==> src/rtl/fifo_uart_tx.sv <==
// FIFO-draining UART transmitter: pops one byte per frame and sends it LSB first.
// Optional even-parity bit (8E1) is enabled by defining FIFO_UART_TX_PARITY_EN.
module fifo_uart_tx #(
  parameter int CLKS_PER_BIT = 16
) (
  input  logic       clk,
  input  logic       rst_n,
  input  logic       enable,
  input  logic       buf_empty,
  input  logic [7:0] buf_out,
  output logic       rd_en,
  output logic       tx,
  output logic       busy,
  output logic       frame_done
);

  localparam int CW = (CLKS_PER_BIT > 1) ? $clog2(CLKS_PER_BIT) : 1;
  localparam logic [CW-1:0] LAST = CW'(CLKS_PER_BIT - 1);

  typedef enum logic [2:0] {
    IDLE   = 3'd0,
    READ   = 3'd1,
    LOAD   = 3'd2,
    START  = 3'd3,
    DATA   = 3'd4,
`ifdef FIFO_UART_TX_PARITY_EN
    PARITY = 3'd5,
`endif
    STOP   = 3'd6
  } state_t;

  state_t          state_r, state_s;
  logic [CW-1:0]   cnt_r, cnt_s;
  logic [2:0]      idx_r, idx_s;
  logic [7:0]      shift_r, shift_s;
  logic            tx_r, tx_s;
  logic            bit_end_s;
`ifdef FIFO_UART_TX_PARITY_EN
  logic            parity_r, parity_s;
`endif

  function automatic logic even_parity(input logic [7:0] d);
    return ^d;
  endfunction

  assign bit_end_s  = (cnt_r == LAST);
  assign rd_en      = (state_r == READ);
  assign busy       = (state_r != IDLE);
  assign frame_done = (state_r == STOP) && bit_end_s;
  assign tx         = tx_r;

  // State, baud counter, bit index, shift register and registered line output
  always_ff @(posedge clk or negedge rst_n) begin
    if (!rst_n) begin
      state_r  <= IDLE;
      cnt_r    <= '0;
      idx_r    <= 3'd0;
      shift_r  <= 8'h00;
      tx_r     <= 1'b1;
`ifdef FIFO_UART_TX_PARITY_EN
      parity_r <= 1'b0;
`endif
    end else begin
      state_r  <= state_s;
      cnt_r    <= cnt_s;
      idx_r    <= idx_s;
      shift_r  <= shift_s;
      tx_r     <= tx_s;
`ifdef FIFO_UART_TX_PARITY_EN
      parity_r <= parity_s;
`endif
    end
  end

  // Next-state logic; the counter restarts from zero on every bit boundary or state entry
  always_comb begin
    state_s  = state_r;
    cnt_s    = '0;
    idx_s    = idx_r;
    shift_s  = shift_r;
    tx_s     = 1'b1;
`ifdef FIFO_UART_TX_PARITY_EN
    parity_s = parity_r;
`endif
    case (state_r)
      IDLE: begin
        if (enable && !buf_empty) state_s = READ;
        else                      state_s = IDLE;
      end
      READ: state_s = LOAD;
      LOAD: begin
        shift_s  = buf_out;
        idx_s    = 3'd0;
`ifdef FIFO_UART_TX_PARITY_EN
        parity_s = even_parity(buf_out);
`endif
        state_s  = START;
      end
      START: begin
        if (bit_end_s) state_s = DATA;
        else           cnt_s   = cnt_r + CW'(1);
      end
      DATA: begin
        if (bit_end_s) begin
          shift_s = {1'b0, shift_r[7:1]};
          if (idx_r == 3'd7) begin
            idx_s = 3'd0;
`ifdef FIFO_UART_TX_PARITY_EN
            state_s = PARITY;
`else
            state_s = STOP;
`endif
          end else begin
            idx_s = idx_r + 3'd1;
          end
        end else begin
          cnt_s = cnt_r + CW'(1);
        end
      end
`ifdef FIFO_UART_TX_PARITY_EN
      PARITY: begin
        if (bit_end_s) state_s = STOP;
        else           cnt_s   = cnt_r + CW'(1);
      end
`endif
      STOP: begin
        if (bit_end_s) begin
          if (enable && !buf_empty) state_s = READ;
          else                      state_s = IDLE;
        end else begin
          cnt_s = cnt_r + CW'(1);
        end
      end
      default: state_s = IDLE;
    endcase

    // Line level follows the state being entered so tx changes on the bit edge itself
    case (state_s)
      START:   tx_s = 1'b0;
      DATA:    tx_s = shift_s[0];
`ifdef FIFO_UART_TX_PARITY_EN
      PARITY:  tx_s = parity_s;
`endif
      default: tx_s = 1'b1;
    endcase
  end

endmodule

==> config.mk <==
export PLATFORM = sky130hd
export DESIGN_NAME = fifo_uart_tx
export DESIGN_NICKNAME = d
export VERILOG_FILES = /design/src/rtl/fifo_uart_tx.sv
export SDC_FILE = /design/constraint.sdc
export NUM_CORES = 1
export LEC_CHECK = 0
export ABC_CLOCK_PERIOD_IN_PS = 2100
export BUFFER_PORTS_ARGS = -buffer_cell sky130_fd_sc_hd__buf_2
export CORE_ASPECT_RATIO = 0.6
export CORE_MARGIN = 5
export CORE_UTILIZATION = 25
export CTS_CLUSTER_DIAMETER = 60
export DETAILED_ROUTE_END_ITERATION = 8
export MAX_ROUTING_LAYER = met4
export PLACE_DENSITY = 0.5
export SETUP_SLACK_MARGIN = 0.1
export SLEW_MARGIN = 20
export SYNTH_ARGS = -nofsm -noshare
export SYNTH_HDL_FRONTEND = slang
export SYNTH_SLANG_ARGS = --single-unit
export TNS_END_PERCENT = 100
==> constraint.sdc <==
create_clock -name clk -period 2.1 [get_ports clk]
set_input_delay 0.105 -clock clk [delete_from_list [all_inputs] [get_ports clk]]
set_output_delay 0.105 -clock clk [all_outputs]
set_load 0.05 [all_outputs]
==> run summary, run 1 <==
Nets = 125
worst min-delay path category = in -> reg
critical path data required time = 2000 ps
Filler Cells Inserted = 376
#FFs+latches synth = 19
met3 WL post-DR = 101 um
maximum vdd drop = 0.2264 mV
die width = 91.79 um
Setup Total Neg Slack = 0 ps
Least-Margin Pin Slew = 492.2 ps
initial antenna violation count = 0
postcts setup bufs = 0
Layout area overhead = 15.59%
top cell type's share of synthesized area = 44.89%
CTS Root Buffer Type = clkbuf_8
layout cells sized above 1 = 26.61%
main combinational cell family by area after synthesis = simple AND/OR/NAND/NOR gates
DRT iter0 DRCs = 31
core area = 3765 um^2
port bufs = 15
first-pass GRT wire length = 3.484 mm
CP max FO = 6
final setup vio count = 0
Simple-Gate Fraction of Synth Area = 22.07%
pin count of the biggest net entering global routing = 20
largest area contributor in the netlist = dfrtp_1
Slew HR = 67.18%
Most used DFF post-synth = dfrtp_1
final hold viol count = 0
max-slew violations = 0
register area share after synthesis = 47.51%
DP HPWL = 1.579 mm
outcome = finished, final reports clean
complex-gate fraction of the synthesized area = 21.45%
Post-Synth XOR/XNOR Area = 0.8728%
Antenna diodes = 0
Critical Path AT = 1600 ps
row cnt = 17
synthesized area per cell = 10.79 um^2
Period Utilization, post-route = 80.97%
Async SR Flop Fraction = 100.0%
Routed Antenna Nets = 0
Multi-input gate area = 483.0 um^2
setup ws final = 399.7 ps
Initial Utilization = 26.65%
Max Fclk = 0.5881 GHz
Place WS = 486.1 ps
clk sinks = 19
vias = 741
Syn Std Cell Area = 1003 um^2
Tot Pwr = 667.8 uW
Die Height = 59.08 um
WL met2 = 791 um
Post-Syn Instances = 93
Worst Setup End Kind = output pin
Die ar. = 5422 um^2
Longest Clk Path Bufs = 2
worst r2r src = cnt_r[0]
Metal-1 WL = 1.167 mm
gr usage total = 8.534%
RSZ-0062 raised after global routing = no
clock transition at the registers of the reported paths = 70 ps
Syn Nets = 108
adder-cell area share of the yosys netlist = 3.741%
Pre-antenna DRT Iters = 4
clk_lat worst skew = 250 ps
number of flops mapped to enable cells by yosys = 0
number of global-route vias before repair = 710
Top Layer Used = met4
crit path time final = 1700 ps
htree depth = 1
timing startpoint of the critical path = cnt_r[0]
post-CTS sizing = 0
FF+latch area = 476.7 um^2
pwr/cell area = 575.8 nW/um^2
gr ovfl total = 0
vias per inst = 4.750
static leakage = 0.5503 nW
CTS tree = done
Setup crit start kind = flip-flop
drt drc = 0
most common cell after layout, fill and taps aside = dfrtp_1
HP Start = buf_out[7]
number of distinct library cells after synthesis = 35
Placed Instances = 151
multiplexer share of the synthesized area = 0%
Post-Layout Cell Count = 156
total of max-cap violations = 0
kind of critical path = reg -> out
DR WL/cell = 13.38 um
I/O pin cnt = 16
commonest cells after routing, fill and taps aside = 18 x dfrtp_1, 15 x buf_2, 9 x nand2_1
top post-synthesis cells by area = dfrtp_1 45%, a22o_1 7.0%, a21o_1 4.5%, ha_1 3.7%, nand2_1 3.4%
clk_skew = 3.951 ps
Placer Congestion = 0.7726
YS warnings = 0
DRT Wirelength = 2.087 mm
CTS Buf Count = 3
per-stage QoR:
step	cell area [um^2]	utilization [%]	hold WS, ps
global placement	1105	29.35	73.02
finish	1160	30.81	60.13
detailed placement	1105	29.35	77.91
global route	1160	30.81	77.77
floorplan	1003	-	-190.6
CTS	1160	30.81	64.18
worst paths after layout:
path	to	slack [ps]	depth (start not counted)
max	frame_done	400	4
min	shift_r[7]	60	3
max reg2reg	idx_r[0]	480	5
min reg2reg	shift_r[4]	480	1
max in group asynchronous	tx	1450	2
min in group asynchronous	cnt_r[3]	320	2
cell usage after synthesis, types with 2 or more instances:
library cell  number
o21ai_1            2
o21ai_0            5
nor2_1             4
buf_2              2
ha_1               3
nand2_1            9
buf_6              2
a22o_1             8
nand2b_1           2
and2b_2            2
nor2b_1            2
a21oi_1            5
a21o_1             6
and3_1             3
dfrtp_1           18
area by class of cell:
type	instances	share of cell area (%)
Tap cell	47	5.070
Sequential cell	19	41.10
Clock buffer	4	3.884
Multi-Input combinational cell	68	41.64
Timing Repair Buffer	17	7.983
Inverter	1	0.3236
timing repair:
| item | CTS | global route |
|---|---|---|
| endpoints found under the setup margin | 0 | 0 |
| hold buffers | 1 | 0 |
| hold endpoints to repair | 18 | 0 |
state kept, by name, summed over array words and instances, names as in the netlist:
| signal | cells |
|---|---|
| shift_r | 8 |
| tx | 1 |
| cnt_r | 4 |
| idx_r | 3 |
| state_r | 3 |
cell families after synthesis:
kind of cell,count (synthesis)
compound gates,31
buf+inv,6
xor+xnor,1
fa+ha+maj,3
simple gates,33
flops,19
power breakdown:
part | internal, mW | switching [mW]
logic | 0.0177 | 0.0192
clock network | 0.135 | 0.118
registers | 0.374 | 0.00418
total | 0.527 | 0.141
worst max-delay path: stages (launching register included):
cell and delay (ps):
dfrtp_1 390, ha_1 240, and3_1 290, and3_1 180, buf_2 250
routing by layer:
metal  track usage (%)  up-vias
met3             3.173        2
met5                 -        -
met2             10.90       20
met4             2.537        0
met1             12.20      348
li1                  -      371
No activity file was read; power rests on OpenSTA's default activity.
==> run 2: changes to the inputs <==
--- a/config.mk
+++ b/config.mk
@@ -5,7 +5,8 @@
 export SDC_FILE = /design/constraint.sdc
 export NUM_CORES = 1
 export LEC_CHECK = 0
-export ABC_CLOCK_PERIOD_IN_PS = 2100
+export ABC_AREA = 1
+export ABC_CLOCK_PERIOD_IN_PS = 1700
 export BUFFER_PORTS_ARGS = -buffer_cell sky130_fd_sc_hd__buf_2
 export CORE_ASPECT_RATIO = 0.6
 export CORE_MARGIN = 5
==> constraint.sdc (replaced) <==
create_clock -name clk -period 1.7 [get_ports clk]
set_input_delay 0.085 -clock clk [delete_from_list [all_inputs] [get_ports clk]]
set_output_delay 0.085 -clock clk [all_outputs]
set_load 0.05 [all_outputs]
==> run summary, run 2 <==
outcome = finished, final reports clean
Syn Nets = 134
clk_lat worst skew = 250 ps
DRT Wirelength = 2.185 mm
Tot Pwr = 815.9 uW
I/O pin cnt = 16
register area share after synthesis = 47.86%
pin count of the biggest net entering global routing = 20
Longest Clk Path Bufs = 2
core area = 3765 um^2
CTS tree = done
static leakage = 0.6616 nW
drt drc = 0
largest reg by FF count = shift_r
vias per inst = 4.398
kind of critical path = reg -> out
layout cells sized above 1 = 28.06%
Most used DFF post-synth = dfrtp_1
Period Utilization, post-route = 89.12%
maximum vdd drop = 0.2701 mV
worst min-delay path category = in -> reg
Setup crit start kind = flip-flop
Filler Cells Inserted = 400
Least-Margin Pin Slew = 444.2 ps
Slew HR = 70.38%
first-pass GRT wire length = 3.670 mm
Top Registers = shift_r x8, cnt_r x4
Antenna diodes = 0
placed cell area = 1132 um^2
CP max FO = 7
Max Fclk = 0.6600 GHz
largest area contributor in the netlist = dfrtp_1
final setup vio count = 0
max reg flops = 8
Die Height = 58.89 um
clock transition at the registers of the reported paths = 70 ps
crit path time final = 1515 ps
Pre-antenna DRT Iters = 4
clk sinks = 19
gr usage total = 9.052%
max-slew violations = 0
Layout Utilization = 31.67%
Setup Total Neg Slack = 0 ps
DRT iter0 DRCs = 38
Die ar. = 5388 um^2
Nets = 155
initial antenna violation count = 0
Worst Setup End Kind = output pin
gr ovfl total = 0
#FFs+latches synth = 19
CTS Root Buffer Type = clkbuf_8
synthesized area per cell = 8.369 um^2
list of most frequent post-synthesis cells = 30 x nand2_1, 18 x dfrtp_1, 17 x inv_1, 8 x nor2_1, 7 x nand3_1
htree depth = 1
port bufs = 15
Initial Utilization = 26.45%
top-count cell post-synth = nand2_1
total of max-cap violations = 0
Final Instance Area = 1192 um^2
most common cell after layout, fill and taps aside = nand2_1
critical path data required time = 1620 ps
top post-synthesis cells by area = dfrtp_1 45%, nand2_1 11%, inv_1 6.4%, nand3_2 5.0%, a22oi_1 3.8%
commonest cells after routing, fill and taps aside = 30 x nand2_1, 18 x dfrtp_1, 17 x inv_1
pwr/cell area = 684.3 nW/um^2
row cnt = 17
Post-Syn Instances = 119
number of distinct library cells after synthesis = 20
Post-Layout Cell Count = 186
Placer Congestion = 0.8027
DR WL/cell = 11.75 um
Placed Instances = 181
DP HPWL = 1.708 mm
Layout area overhead = 19.72%
number of global-route vias before repair = 771
CTS Buf Count = 3
number of flops mapped to enable cells by yosys = 0
Routed Antenna Nets = 0
YS warnings = 0
final hold viol count = 0
clk_skew = 4.019 ps
Syn Std Cell Area = 996.0 um^2
Async SR Flop Fraction = 100.0%
top cell type's share of synthesized area = 45.23%
vias = 818
die width = 91.49 um
Critical Path AT = 1430 ps
RSZ-0062 raised after global routing = yes
run 2: cell types whose count changed after synthesis, sizes merged, moves of 5 or more:
cell | previous run | this run
a22o | 8 | 1
inv | 1 | 22
a21o | 6 | 0
nand3 | 1 | 12
nor2 | 5 | 11
a22oi | 0 | 5
nand2 | 9 | 34
buf | 5 | 0
run 2: power by group:
group	switching, mW	internal [mW]	leakage, nW
sequential	0.00441	0.462	0.218
combinational	0.0234	0.0167	0.421
clock	0.143	0.166	0.0228
total	0.171	0.645	0.662
run 2: cell type report:
cell class	instances	area, um^2	share of cell area, %
Timing Repair Buffer	16	87.58	7.345
Clock buffer	4	45.04	3.778
Inverter	22	82.58	6.926
Tap cell	47	58.81	4.932
Multi-Input combinational cell	78	441.7	37.04
Sequential cell	19	476.7	39.98
run 2: stage by stage:
step                      setup WS [ps]  hold slack [ps]
after detailed placement          236.9            61.28
final                             184.9            38.12
after global routing              70.89            56.17
after CTS                         140.5            32.18
after global placement            269.5            47.63
after floorplan                   253.8           -210.6
run 2: metal layers:
layer | up-vias | routed length (um) | GRT usage, %
met4 | 0 | 19 | 1.931
li1 | 417 | - | -
met2 | 22 | 882 | 12.77
met5 | - | 0 | -
met1 | 377 | 1150 | 12.33
met3 | 2 | 134 | 3.321
run 2: timing repair:
action                                  CTS  global route
resized for setup                         0             2
endpoints found under the setup margin    0             7
endpoints found under the hold margin    18             0
buffers inserted                          0             0
hold buffers                              1             0
run 2: cell families (layout without fill, tap and decap cells):
| family | Yosys count | count (layout) | share of synthesized area, % |
|---|---|---|---|
| AND/OR/NAND/NOR | 59 | 59 | 29.27 |
| buffers and inverters | 22 | 42 | 8.292 |
| flip-flops | 19 | 19 | 47.86 |
| AO/OA/AOI/OAI | 16 | 16 | 10.80 |
| adder cells (fa/ha/maj) | 3 | 3 | 3.769 |
run 2: final timing paths:
check	start	end	slack [ps]	cells past startpoint
setup / recovery	cnt_r[0]	frame_done	180	4
hold / removal	buf_out[7]	shift_r[7]	40	3
setup reg to reg	state_r[0]	idx_r[2]	260	7
hold reg to reg	shift_r[7]	shift_r[7]	480	2
max in group asynchronous	rst_n	tx	1060	2
min in group asynchronous	rst_n	state_r[1]	300	2
run 2: worst max-delay path, stage by stage (launching register included):
cell and delay (ps):
dfrtp_1 370, ha_1 200, nand3_2 190, nor2_2 180, clkbuf_4 240
==> run 3: changes to the inputs <==
--- a/config.mk
+++ b/config.mk
@@ -6,7 +6,6 @@
 export NUM_CORES = 1
 export LEC_CHECK = 0
 export ABC_AREA = 1
-export ABC_CLOCK_PERIOD_IN_PS = 1700
 export BUFFER_PORTS_ARGS = -buffer_cell sky130_fd_sc_hd__buf_2
 export CORE_ASPECT_RATIO = 0.6
 export CORE_MARGIN = 5
==> constraint.sdc (replaced) <==
create_clock -name clk -period 1.7 [get_ports clk]
set_input_delay 0.17 -clock clk [delete_from_list [all_inputs] [get_ports clk]]
set_output_delay 0.17 -clock clk [all_outputs]
set_load 0.05 [all_outputs]
==> run summary, run 3 (synthesis gave the netlist of run 2 again) <==
max-slew violations = 0
RSZ-0062 raised after global routing = no
total of max-cap violations = 0
worst min-delay path category = in -> reg
DR WL/cell = 11.39 um
Layout area overhead = 21.61%
CP max stage cell = dfrtp_1
Period Utilization, post-route = 86.33%
Die Height = 58.89 um
Worst Setup End Kind = output pin
die width = 91.49 um
CTS Root Buffer Type = clkbuf_8
clock transition at the registers of the reported paths = 70 ps
critical path data required time = 1530 ps
DRT iter0 DRCs = 60
static leakage = 0.6634 nW
pin count of the biggest net entering global routing = 20
Antenna diodes = 0
I/O pin cnt = 16
gr usage total = 8.959%
max reg flops = 8
final hold slack = 120.7 ps
clk sinks = 19
pwr/cell area = 675.5 nW/um^2
vias = 830
Max Fclk = 0.6813 GHz
P_int = 645.5 uW
most common cell after layout, fill and taps aside = nand2_1
Pre-antenna DRT Iters = 4
Switching Share = 21.11%
core area = 3765 um^2
clk_lat worst skew = 250 ps
clk_skew = 1.292 ps
Nets = 155
cell family with most CP delay = flip-flops
number of global-route vias before repair = 797
Placer Congestion = 0.8008
Switch Pwr = 172.7 uW
Setup Total Neg Slack = 0 ps
CTS Buf Count = 3
HP Start = buf_out[7]
Top Layer Used = met4
crit path time final = 1468 ps
drt drc = 0
worst path bufs/invs = 1
kind of critical path = reg -> out
crit path cell chain = ha_2, nand3_4, nor2_4, buf_6
postcts setup bufs = 0
vias per inst = 4.462
row cnt = 17
port bufs = 15
final setup vio count = 0
timing startpoint of the critical path = cnt_r[0]
Least-Margin Pin Slew = 430.4 ps
Largest stage delay, worst path = 370 ps
layout cells sized above 1 = 28.78%
Metal-1 WL = 1.099 mm
Longest Clk Path Bufs = 2
CTS tree = done
Setup crit start kind = flip-flop
Layout Utilization = 32.17%
commonest cells after routing, fill and taps aside = 30 x nand2_1, 18 x dfrtp_1, 17 x inv_1
Placed Instances = 181
worst r2r src = cnt_r[0]
Routed Antenna Nets = 0
Post-Layout Cell Count = 186
gr ovfl total = 0
Initial Utilization = 26.45%
Die ar. = 5388 um^2
met3 WL post-DR = 154 um
first-pass GRT wire length = 3.691 mm
Top Registers = shift_r x8, cnt_r x4
htree depth = 1
CP max FO = 7
combinational fraction of design power = 4.9%
Critical Path AT = 1300 ps
initial antenna violation count = 0
maximum vdd drop = 0.2191 mV
DRT Wirelength = 2.119 mm
WL met2 = 854 um
largest reg by FF count = shift_r
DP HPWL = 1.651 mm
Seq pwr share = 57.1%
final hold viol count = 0
Slew HR = 71.31%
outcome = finished, final reports clean
clock power share = 38.0%
==> run 3: area by class of cell <==
cell class | instances | area, um^2
fillers | 408 | 2554
flip-flops and latches | 19 | 476.7
multi-input cells | 78 | 456.7
repair buffers | 16 | 91.34
inverters | 22 | 82.58
well taps | 47 | 58.81
clock buffers | 4 | 45.04
==> run 3: timing repair <==
| action | 4_1_cts | 5_1_grt |
|---|---|---|
| cloned | 0 | 0 |
| pin swaps | 0 | 0 |
| hold buffers | 1 | 0 |
| gates resized for setup | 2 | 4 |
| endpoints found under the setup margin | 1 | 5 |
| endpoints found under the hold margin | 18 | 0 |
==> run 3: path summary, 6_finish.rpt <==
check / to / slack, ps / cells after the start
max: frame_done / 230 / 4
max in group asynchronous: tx / 990 / 2
min: shift_r[7] / 120 / 3
min in group asynchronous: idx_r[2] / 380 / 2
min reg2reg: shift_r[7] / 490 / 2
max reg2reg: idx_r[2] / 260 / 7
==> run 3: per-layer routing <==
layer | GRT usage (%) | vias up
met4 | 1.931 | 0
met3 | 3.321 | 2
met2 | 12.77 | 25
met1 | 12.06 | 381
li1 | - | 422
met5 | - | -
==> run 3: worst min-delay path, cell delays in order <==
cell	delay, ps
buf_2	80
nand2_1	40
nand2_1	50
==> run 3: power groups by stage <==
| stage | sequential (mW) | clock, mW | combinational, mW |
|---|---|---|---|
| final | 0.467 | 0.311 | 0.0401 |
| after global routing | 0.467 | 0.346 | 0.0460 |
| after CTS | 0.467 | 0.325 | 0.0415 |
| after detailed placement | 0.475 | 0 | 0.0398 |
| after global placement | 0.475 | 0 | 0.0394 |
| after floorplan | 0.479 | 0 | 0.0103 |
==> run 3: through the flow <==
step,instance area [um^2],setup slack (ps),power [mW]
CTS,1197,128.8,0.8328
detailed placement,1132,246.5,0.5148
floorplan,998.5,253.8,0.4891
global placement,1132,272.2,0.5145
global route,1211,96.28,0.8591
finish,1211,232.3,0.8182
